## src/rtl/uart_pkg.sv

```systemverilog
// Shared UART transmit definitions: FSM state encoding, frame data width and a counter-width helper.
// Pure declarations, no logic.
package uart_pkg;

   localparam int DATA_BITS = 8;

   typedef enum logic [2:0] {
      ST_IDLE,
      ST_READ,
      ST_SETTLE,
      ST_START,
      ST_DATA,
      ST_STOP
   } state_t;

   // Width needed to hold values 0..n-1, never less than one bit.
   function automatic int cnt_width(input int n);
      return (n > 1) ? $clog2(n) : 1;
   endfunction

endpackage

```

## src/rtl/uart_baud_gen.sv

```systemverilog
// Bit-period timer: counts 0..BIT_CYCLES-1 and ticks combinationally on the terminal count.
// Restart holds the count at zero so the first bit period after release is exactly BIT_CYCLES long.
module uart_baud_gen
   import uart_pkg::*;
#(
   parameter int BIT_CYCLES = 868
) (
   input  logic i_clock,
   input  logic i_reset,
   input  logic i_restart,
   output logic o_tick
);

   localparam int CW = cnt_width(BIT_CYCLES);
   localparam logic [CW-1:0] LAST = CW'(BIT_CYCLES - 1);

   logic [CW-1:0] cnt_q;
   logic [CW-1:0] cnt_d;

   assign o_tick = !i_restart && (cnt_q == LAST);

   // Wrapping on every tick keeps each bit exactly BIT_CYCLES long with no drift.
   always_comb begin
      cnt_d = cnt_q + 1'b1;
      if (i_restart || o_tick) begin
         cnt_d = '0;
      end
   end

   always_ff @(posedge i_clock) begin
      if (i_reset) begin
         cnt_q <= '0;
      end else begin
         cnt_q <= cnt_d;
      end
   end

endmodule

```

## src/rtl/uart_tx.sv

```systemverilog
// 8N1 UART transmitter: pops one byte from an upstream FIFO and shifts it out LSB first.
// Start bit begins two cycles after the pop strobe; a queued byte restarts after a 3-cycle idle gap.
module uart_tx
   import uart_pkg::*;
#(
   parameter int CLOCK_RATE = 100000000,
   parameter int BAUD_RATE  = 115200
) (
   input  logic       i_clock,
   input  logic       i_reset,
   input  logic       i_fifo_empty,
   output logic       o_fifo_read,
   input  logic [7:0] i_fifo_rdata,
   output logic       o_tx,
   output logic       o_busy
);

   localparam int BIT_CYCLES = CLOCK_RATE / BAUD_RATE;
   localparam int IW         = cnt_width(DATA_BITS);
   localparam logic [IW-1:0] LAST_BIT = IW'(DATA_BITS - 1);

   state_t               state_q;
   logic [DATA_BITS-1:0] shift_q;
   logic [IW-1:0]        bit_idx_q;
   logic                 tx_q;
   logic                 rd_q;
   logic                 busy_q;
   logic                 baud_restart;
   logic                 baud_tick;

   // The bit timer only runs while a frame is on the line.
   assign baud_restart = !(state_q inside {ST_START, ST_DATA, ST_STOP});

   uart_baud_gen #(
      .BIT_CYCLES(BIT_CYCLES)
   ) u_baud (
      .i_clock  (i_clock),
      .i_reset  (i_reset),
      .i_restart(baud_restart),
      .o_tick   (baud_tick)
   );

   always_ff @(posedge i_clock) begin
      if (i_reset) begin
         state_q   <= ST_IDLE;
         shift_q   <= '0;
         bit_idx_q <= '0;
         tx_q      <= 1'b1;
         rd_q      <= 1'b0;
         busy_q    <= 1'b0;
      end else begin
         case (state_q)
            ST_IDLE: begin
               tx_q <= 1'b1;
               if (!i_fifo_empty) begin
                  state_q <= ST_READ;
                  rd_q    <= 1'b1;
                  busy_q  <= 1'b1;
               end else begin
                  busy_q <= 1'b0;
               end
            end
            ST_READ: begin
               state_q <= ST_SETTLE;
               rd_q    <= 1'b0;
            end
            // FIFO output has had a full cycle to follow the pop.
            ST_SETTLE: begin
               shift_q <= i_fifo_rdata;
               state_q <= ST_START;
               tx_q    <= 1'b0;
            end
            ST_START: begin
               if (baud_tick) begin
                  state_q   <= ST_DATA;
                  bit_idx_q <= '0;
                  tx_q      <= shift_q[0];
               end
            end
            ST_DATA: begin
               if (baud_tick) begin
                  if (bit_idx_q == LAST_BIT) begin
                     state_q <= ST_STOP;
                     tx_q    <= 1'b1;
                  end else begin
                     bit_idx_q <= bit_idx_q + 1'b1;
                     tx_q      <= shift_q[1];
                  end
                  shift_q <= shift_q >> 1;
               end
            end
            ST_STOP: begin
               if (baud_tick) begin
                  state_q <= ST_IDLE;
                  busy_q  <= 1'b0;
               end
            end
            default: begin
               state_q <= ST_IDLE;
               tx_q    <= 1'b1;
               rd_q    <= 1'b0;
               busy_q  <= 1'b0;
            end
         endcase
      end
   end

   assign o_tx        = tx_q;
   assign o_fifo_read = rd_q;
   assign o_busy      = busy_q;

endmodule

```

## config.mk

```make
export PLATFORM = sky130hd
export DESIGN_NAME = uart_tx
export DESIGN_NICKNAME = d
export VERILOG_FILES = /design/src/rtl/uart_pkg.sv /design/src/rtl/uart_baud_gen.sv /design/src/rtl/uart_tx.sv
export SDC_FILE = /design/constraint.sdc
export NUM_CORES = 1
export LEC_CHECK = 0
export CAP_MARGIN = 20
export CORE_UTILIZATION = 29
export CTS_CLUSTER_DIAMETER = 30
export DETAILED_ROUTE_END_ITERATION = 16
export GPL_TIMING_DRIVEN = 1
export PLACE_DENSITY = 0.51
export SETUP_SLACK_MARGIN = 0.2
export SYNTH_ARGS = -nofsm -noshare
export SYNTH_HDL_FRONTEND = slang
export SYNTH_SLANG_ARGS = --single-unit
```

## constraint.sdc

```tcl
create_clock -name i_clock -period 2.4 [get_ports i_clock]
set_input_delay 0.72 -clock i_clock [delete_from_list [all_inputs] [get_ports i_clock]]
set_output_delay 0.72 -clock i_clock [all_outputs]
set_load 0.01 [all_outputs]
```

==> results of run 1 <==
## power breakdown
part | internal, mW | total [mW] | switching, mW
combinational | 0.0550 | 0.104 | 0.0487
sequential | 0.468 | 0.489 | 0.0202
clock | 0.119 | 0.261 | 0.142
total | 0.643 | 0.853 | 0.211
## worst max-delay path, delay by kind of cell (launching register included)
kind,cells,cell delay [ns]
and+or+nand+nor,2,0.55
adders and majority gates,2,0.39
muxes,1,0.24
AOI/OAI and AO/OA,1,0.48
DFF,1,0.33
## cell families (layout without fill, tap and decap cells)
family | Yosys count | count (layout)
fa+ha+maj | 3 | 3
simple gates | 56 | 56
mux | 9 | 9
buf+inv | 11 | 23
compound gates | 35 | 35
flops | 27 | 27
xor+xnor | 8 | 8
## area by class of cell
| cell class | count | area (sq um) | share of cell area |
|---|---|---|---|
| timing repair buffer | 16 | 153 | 0.0978 |
| clock buffer | 4 | 45.0 | 0.0288 |
| tap | 52 | 65.1 | 0.0417 |
| sequential | 27 | 541 | 0.346 |
| inverter | 3 | 11.3 | 0.00721 |
| multi-input combinational | 111 | 747 | 0.478 |
## flip-flops by register name, summed over array words and instances (netlist names)
signal,cells
o_busy,1
o_tx,1
u_baud.cnt_q,10
shift_q,8
o_fifo_read,1
state_q,3
bit_idx_q,3
## worst max-delay path by stage
| stage | startpoint | end | cells past startpoint |
|---|---|---|---|
| floorplan | bit_idx_q[0] | bit_idx_q[0] | 6 |
| global placement | bit_idx_q[0] | bit_idx_q[0] | 6 |
| detailed placement | bit_idx_q[0] | bit_idx_q[0] | 6 |
| CTS | bit_idx_q[0] | bit_idx_q[0] | 6 |
| global route | bit_idx_q[0] | bit_idx_q[0] | 6 |
| finish | bit_idx_q[0] | bit_idx_q[0] | 6 |
## through the flow
step	utilization	hold slack, ns	power, mW
after global routing	0.356	0.505	0.899
after global placement	0.346	0.446	0.600
after floorplan	-	0.430	0.558
after CTS	0.356	0.483	0.869
final	0.356	0.474	0.853
after detailed placement	0.346	0.461	0.605
## cell usage in the layout (no fill, tap or decap), types with 2 or more instances in the layout
cell and instances:
o21a_1 2, nand2_1 9, buf_4 3, mux2i_1 9, nand3_1 6, clkdlybuf4s50_1 13, nor3_1 6, a21oi_1 12
clkbuf_8 3, o21ai_0 4, xor2_1 2, inv_1 3, nand2b_1 4, a311oi_1 7, ha_1 3, dfxtp_1 27
nor2_1 19, nor2b_1 2, xnor2_1 6, a2111oi_0 2
## metal layers
metal | track usage | vias to the layer above
met4 | 0.0333 | 0
met3 | 0.0334 | 4
met2 | 0.207 | 19
met1 | 0.156 | 522
li1 | - | 561
met5 | 0 | -
==> impl_metrics.ini, run 1 <==
[cts]
cts.sinks = 27
cts_setup_buffers = 0
numCtsBuffers = 3
ctsResizeCount = 0
cts_tree = done
clockBufferDepth = 2
cts.htree.levels = 1
cts_root_buffer = clkbuf_8
insertion_delay_ns = 0.28
ctsHoldBuffers = 0
path_clk_slew_ns = 0.09

[timing]
period_share = 0.875
setup_viol = 0
grt_setup_unrepaired = false
layout_min_cycle_time_ns = 2.10
final.setup.tns_ns = 0
clock.fmax_mhz = 476
fin_ws_ns = 0.301
report.final.slew_viol_count = 0
skew_ns = 0.00591
hold_viol = 0
timing.slew.headroom = 0.621
worstMarginPinSlew_ns = 0.567

[logic_synthesis]
synth-simple-area-share = 0.215
yosys_warnings = 0
synth.top_cells.by_count = dfxtp_1 (27), nor2_1 (19), a21oi_1 (12)
synth-compound-area-share = 0.197
synthMuxAreaShare = 0.0677
syn_area_per_cell_sq_um = 8.93
ys_seq_area_frac = 0.406
yosys.area.top_type = dfxtp_1
synth_area_leaders = dfxtp_1 (41%), mux2i_1 (6.8%), nor2_1 (5.4%)
synth.net_count = 163
synth_xor_area_frac = 0.0526
synth_area_sq_um = 1330
synthAdderAreaFrac = 0.0282
synthDistinctLibCells = 37
synth_top_area_frac = 0.406
synth_edf_count = 0
synth_ff_type = dfxtp_1
async_flop_share = 0
yosysMostFrequentCell = dfxtp_1
synth_seq_cells = 27
synth_top_family_by_area = simple AND/OR/NAND/NOR gates
synth_cells = 149

[cells_and_area]
drive_gt1_frac = 0.0683
diodes = 0
fin_cells = 213
fill_cells = 461
area_growth_pct = 17.3
stdcell_area_sq_um = 1560
fin_nets = 176

[grt]
grt_max_degree = 20
overflow = 0
grt_pass1_vias = 1100
grt_pass1_wl_mm = 4.97
antenna_found_initial = 0
grt_usage = 0.123

[floorplanning]
std_cell_rows = 24
die_w_um = 69.8
die_h_um = 69.8
start_util = 0.304
num_io_pins = 14
die_area_sq_um = 4870
core_area_sq_um = 4380

[worst_setup_path]
crit_slowest_cell = or4b_4
critPathArrivalTime_ns = 2.28
reg2reg_setup_slack_ns = 0.30
path_common_cell = ha_1
cp_max_fo = 5
crit_chain = ha_1, ha_1, or4b_4, a2111oi_4, mux2i_1, nor2_1
r2r-end = bit_idx_q[0]
crit_type = register to register
cp-end-kind = register
cp_slowest_stage_delay_ns = 0.50
start_kind = register
r2r-start = bit_idx_q[0]
critPathRequiredTime_ns = 2.58
reg2reg_depth = 6

[placement]
post_dp_cell_area_sq_um = 1520
port-buffer-count = 13
dpl_worst_slack_ns = 0.301
place_inst = 209
place.gp.congestion = 0.755
dp_hpwl_mm = 2.00

[power_and_ir_drop]
power.density_nw_per_um2 = 546
p_leak_nw = 0.499
ir_drop_mv = 0.252

[detailed_routing]
route.met3.wl_um = 98
viasPerCell = 5.19
routed.top_layer = met4
vias = 1106
drt_iter0_drc = 31
dr.pass1.iters = 4
drc = 0
met1_length_mm = 1.31
wl_met2_mm = 1.31
wl_per_cell_um = 12.9
ant_nets = 0
routed_wirelength_mm = 2.75

[job]
maxCapViolations = 0

[outcome]
status = complete, no violations

[min_path]
holdPathStages = 1
hold_path.class = register to register
min_to = u_baud.cnt_q[0]
min-delay-start = u_baud.cnt_q[0]
Note: power is estimated with default switching activity, not from simulation.
==> run 2, diff against run 1 <==
Settings changed: CORE_MARGIN from default to 4, GPL_TIMING_DRIVEN 1 to default.
==> run 2 against run 1 <==
Compared with the run above: non-clock buffer count shrank 1; combinational power about the same; final area decreased by 0.24%; flip-flop and latch count unchanged; die area grew 18%; hold slack got worse by 0.0020 ns; clock skew rose by 0.0023 ns; sequential share of layout area is 0.084 points higher; critical endpoint unchanged.
==> impl_metrics.ini, run 2 (synthesized netlist as in run 1, its figures left out) <==
[outcome]
status = complete, no violations

[placement]
port-buffer-count = 13
place.gp.congestion = 0.779
dp_hpwl_mm = 2.05
dpl_worst_slack_ns = 0.289
post_dp_cell_area_sq_um = 1510

[timing]
final.setup.tns_ns = 0
fin_ws_ns = 0.334
clock.fmax_mhz = 484
timing.slew.headroom = 0.629
worstMarginPinSlew_ns = 0.557
hold_viol = 0
skew_ns = 0.00820
layout_min_cycle_time_ns = 2.07
grt_setup_unrepaired = false
period_share = 0.861
report.final.slew_viol_count = 0
setup_viol = 0

[cells_and_area]
final_cell_mix = dfxtp_1 (27), nor2_1 (19), clkdlybuf4s50_1 (13), a21oi_1 (12)
diodes = 0
fin_nets = 175
largest_reg_flops = 10
final_common_cell = dfxtp_1
stdcell_area_sq_um = 1560
area_growth_pct = 17.0
drive_gt1_frac = 0.0688
reg_top3 = u_baud.cnt_q: 10 flops, shift_q: 8 flops
largest_register = u_baud.cnt_q

[detailed_routing]
drc = 0
drt_iter0_drc = 51
vias = 1087
wl_per_cell_um = 13.4
ant_nets = 0
viasPerCell = 5.13
routed_wirelength_mm = 2.83
dr.pass1.iters = 4

[job]
maxCapViolations = 0

[grt]
antenna_found_initial = 0
grt_usage = 0.112
grt_pass1_vias = 1122
grt_pass1_wl_mm = 5.01
overflow = 0
grt_max_degree = 20

[min_path]
min_to = u_baud.cnt_q[0]
holdPathStages = 1
min-delay-start = u_baud.cnt_q[0]
hold_path.class = register to register

[worst_setup_path]
r2r-end = bit_idx_q[0]
crit_chain = ha_1, ha_1, or4b_4, a2111oi_4, mux2i_1, nor2_1
cp_slowest_stage_delay_ns = 0.51
crit_type = register to register
critPathArrivalTime_ns = 2.25
reg2reg_setup_slack_ns = 0.33
path_common_cell = ha_1
cp_max_fo = 5
critPathRequiredTime_ns = 2.58
start_kind = register
cp-end-kind = register
crit_slowest_cell = or4b_4
r2r-start = bit_idx_q[0]
reg2reg_depth = 6

[floorplanning]
die_area_sq_um = 5740
std_cell_rows = 24
num_io_pins = 14
die_w_um = 75.8
die_h_um = 75.8
start_util = 0.304
core_area_sq_um = 4380

[power_and_ir_drop]
clkPwrFrac = 0.309
power.switching_mw = 0.218
combPwrFrac = 0.122
ir_drop_mv = 0.236
seq_power_share = 0.569
power.density_nw_per_um2 = 552
switching_share = 0.254
p_leak_nw = 0.493
intPower_mw = 0.641

[cts]
cts_root_buffer = clkbuf_8
cts_tree = done
cts.sinks = 27
path_clk_slew_ns = 0.10
ctsResizeCount = 0
numCtsBuffers = 3
clockBufferDepth = 2
insertion_delay_ns = 0.28
cts.htree.levels = 1
==> run 2: power by group through the flow <==
stage          clock network [mW]  logic (mW)  registers, mW
2_1_floorplan                   0      0.0672          0.491
3_3_place_gp                    0       0.103          0.498
3_5_place_dp                    0       0.105          0.500
4_1_cts                     0.282       0.106          0.489
5_1_grt                     0.295       0.119          0.492
6_report                    0.266       0.105          0.489
==> run 2: area by class of cell <==
cell class,count,area [sq um]
timing repair buffer,15,145
fill,450,2830
multi-input combinational,111,747
clock buffer,3,41.3
inverter,3,11.3
tap,52,65.1
sequential,27,541
clock inverter,1,7.51
==> run 2: timing repair <==
item                       4_1_cts  5_1_grt
buffers inserted                 0        0
hold buffers                     0        0
setup endpoints to repair        0        3
==> run 2: per-layer routing <==
metal | global-route usage | wire length [um]
met3 | 0.0277 | 99
met4 | 0.0350 | 26
met1 | 0.152 | 1420
met2 | 0.174 | 1280
met5 | 0 | 0
==> run 2: per-stage QoR <==
step                 util  hold WS, ns  power (mW)  std cells
floorplan               -        0.430       0.558        149
global placement    0.344        0.446       0.601        208
detailed placement  0.344        0.450       0.605        208
CTS                 0.355        0.474       0.876        212
global route        0.355        0.495       0.907        212
finish              0.355        0.472       0.859        212
==> run 2: worst max path at each step <==
stage,start,endpoint,slack (ns),cells past startpoint
2_1_floorplan,bit_idx_q[0],bit_idx_q[0],0.42,6
3_3_place_gp,bit_idx_q[0],bit_idx_q[0],0.38,6
3_5_place_dp,bit_idx_q[0],bit_idx_q[0],0.29,6
4_1_cts,bit_idx_q[0],bit_idx_q[0],0.27,6
5_1_grt,bit_idx_q[0],bit_idx_q[1],0.20,6
6_report,bit_idx_q[0],bit_idx_q[0],0.33,6
==> run 2: worst max-delay path, delay by kind of cell, from the launching register on <==
family | cells | cell delay, ns
flip-flops | 1 | 0.34
adder cells (fa/ha/maj) | 2 | 0.40
AO/OA/AOI/OAI | 1 | 0.43
AND/OR/NAND/NOR | 2 | 0.56
multiplexers | 1 | 0.24
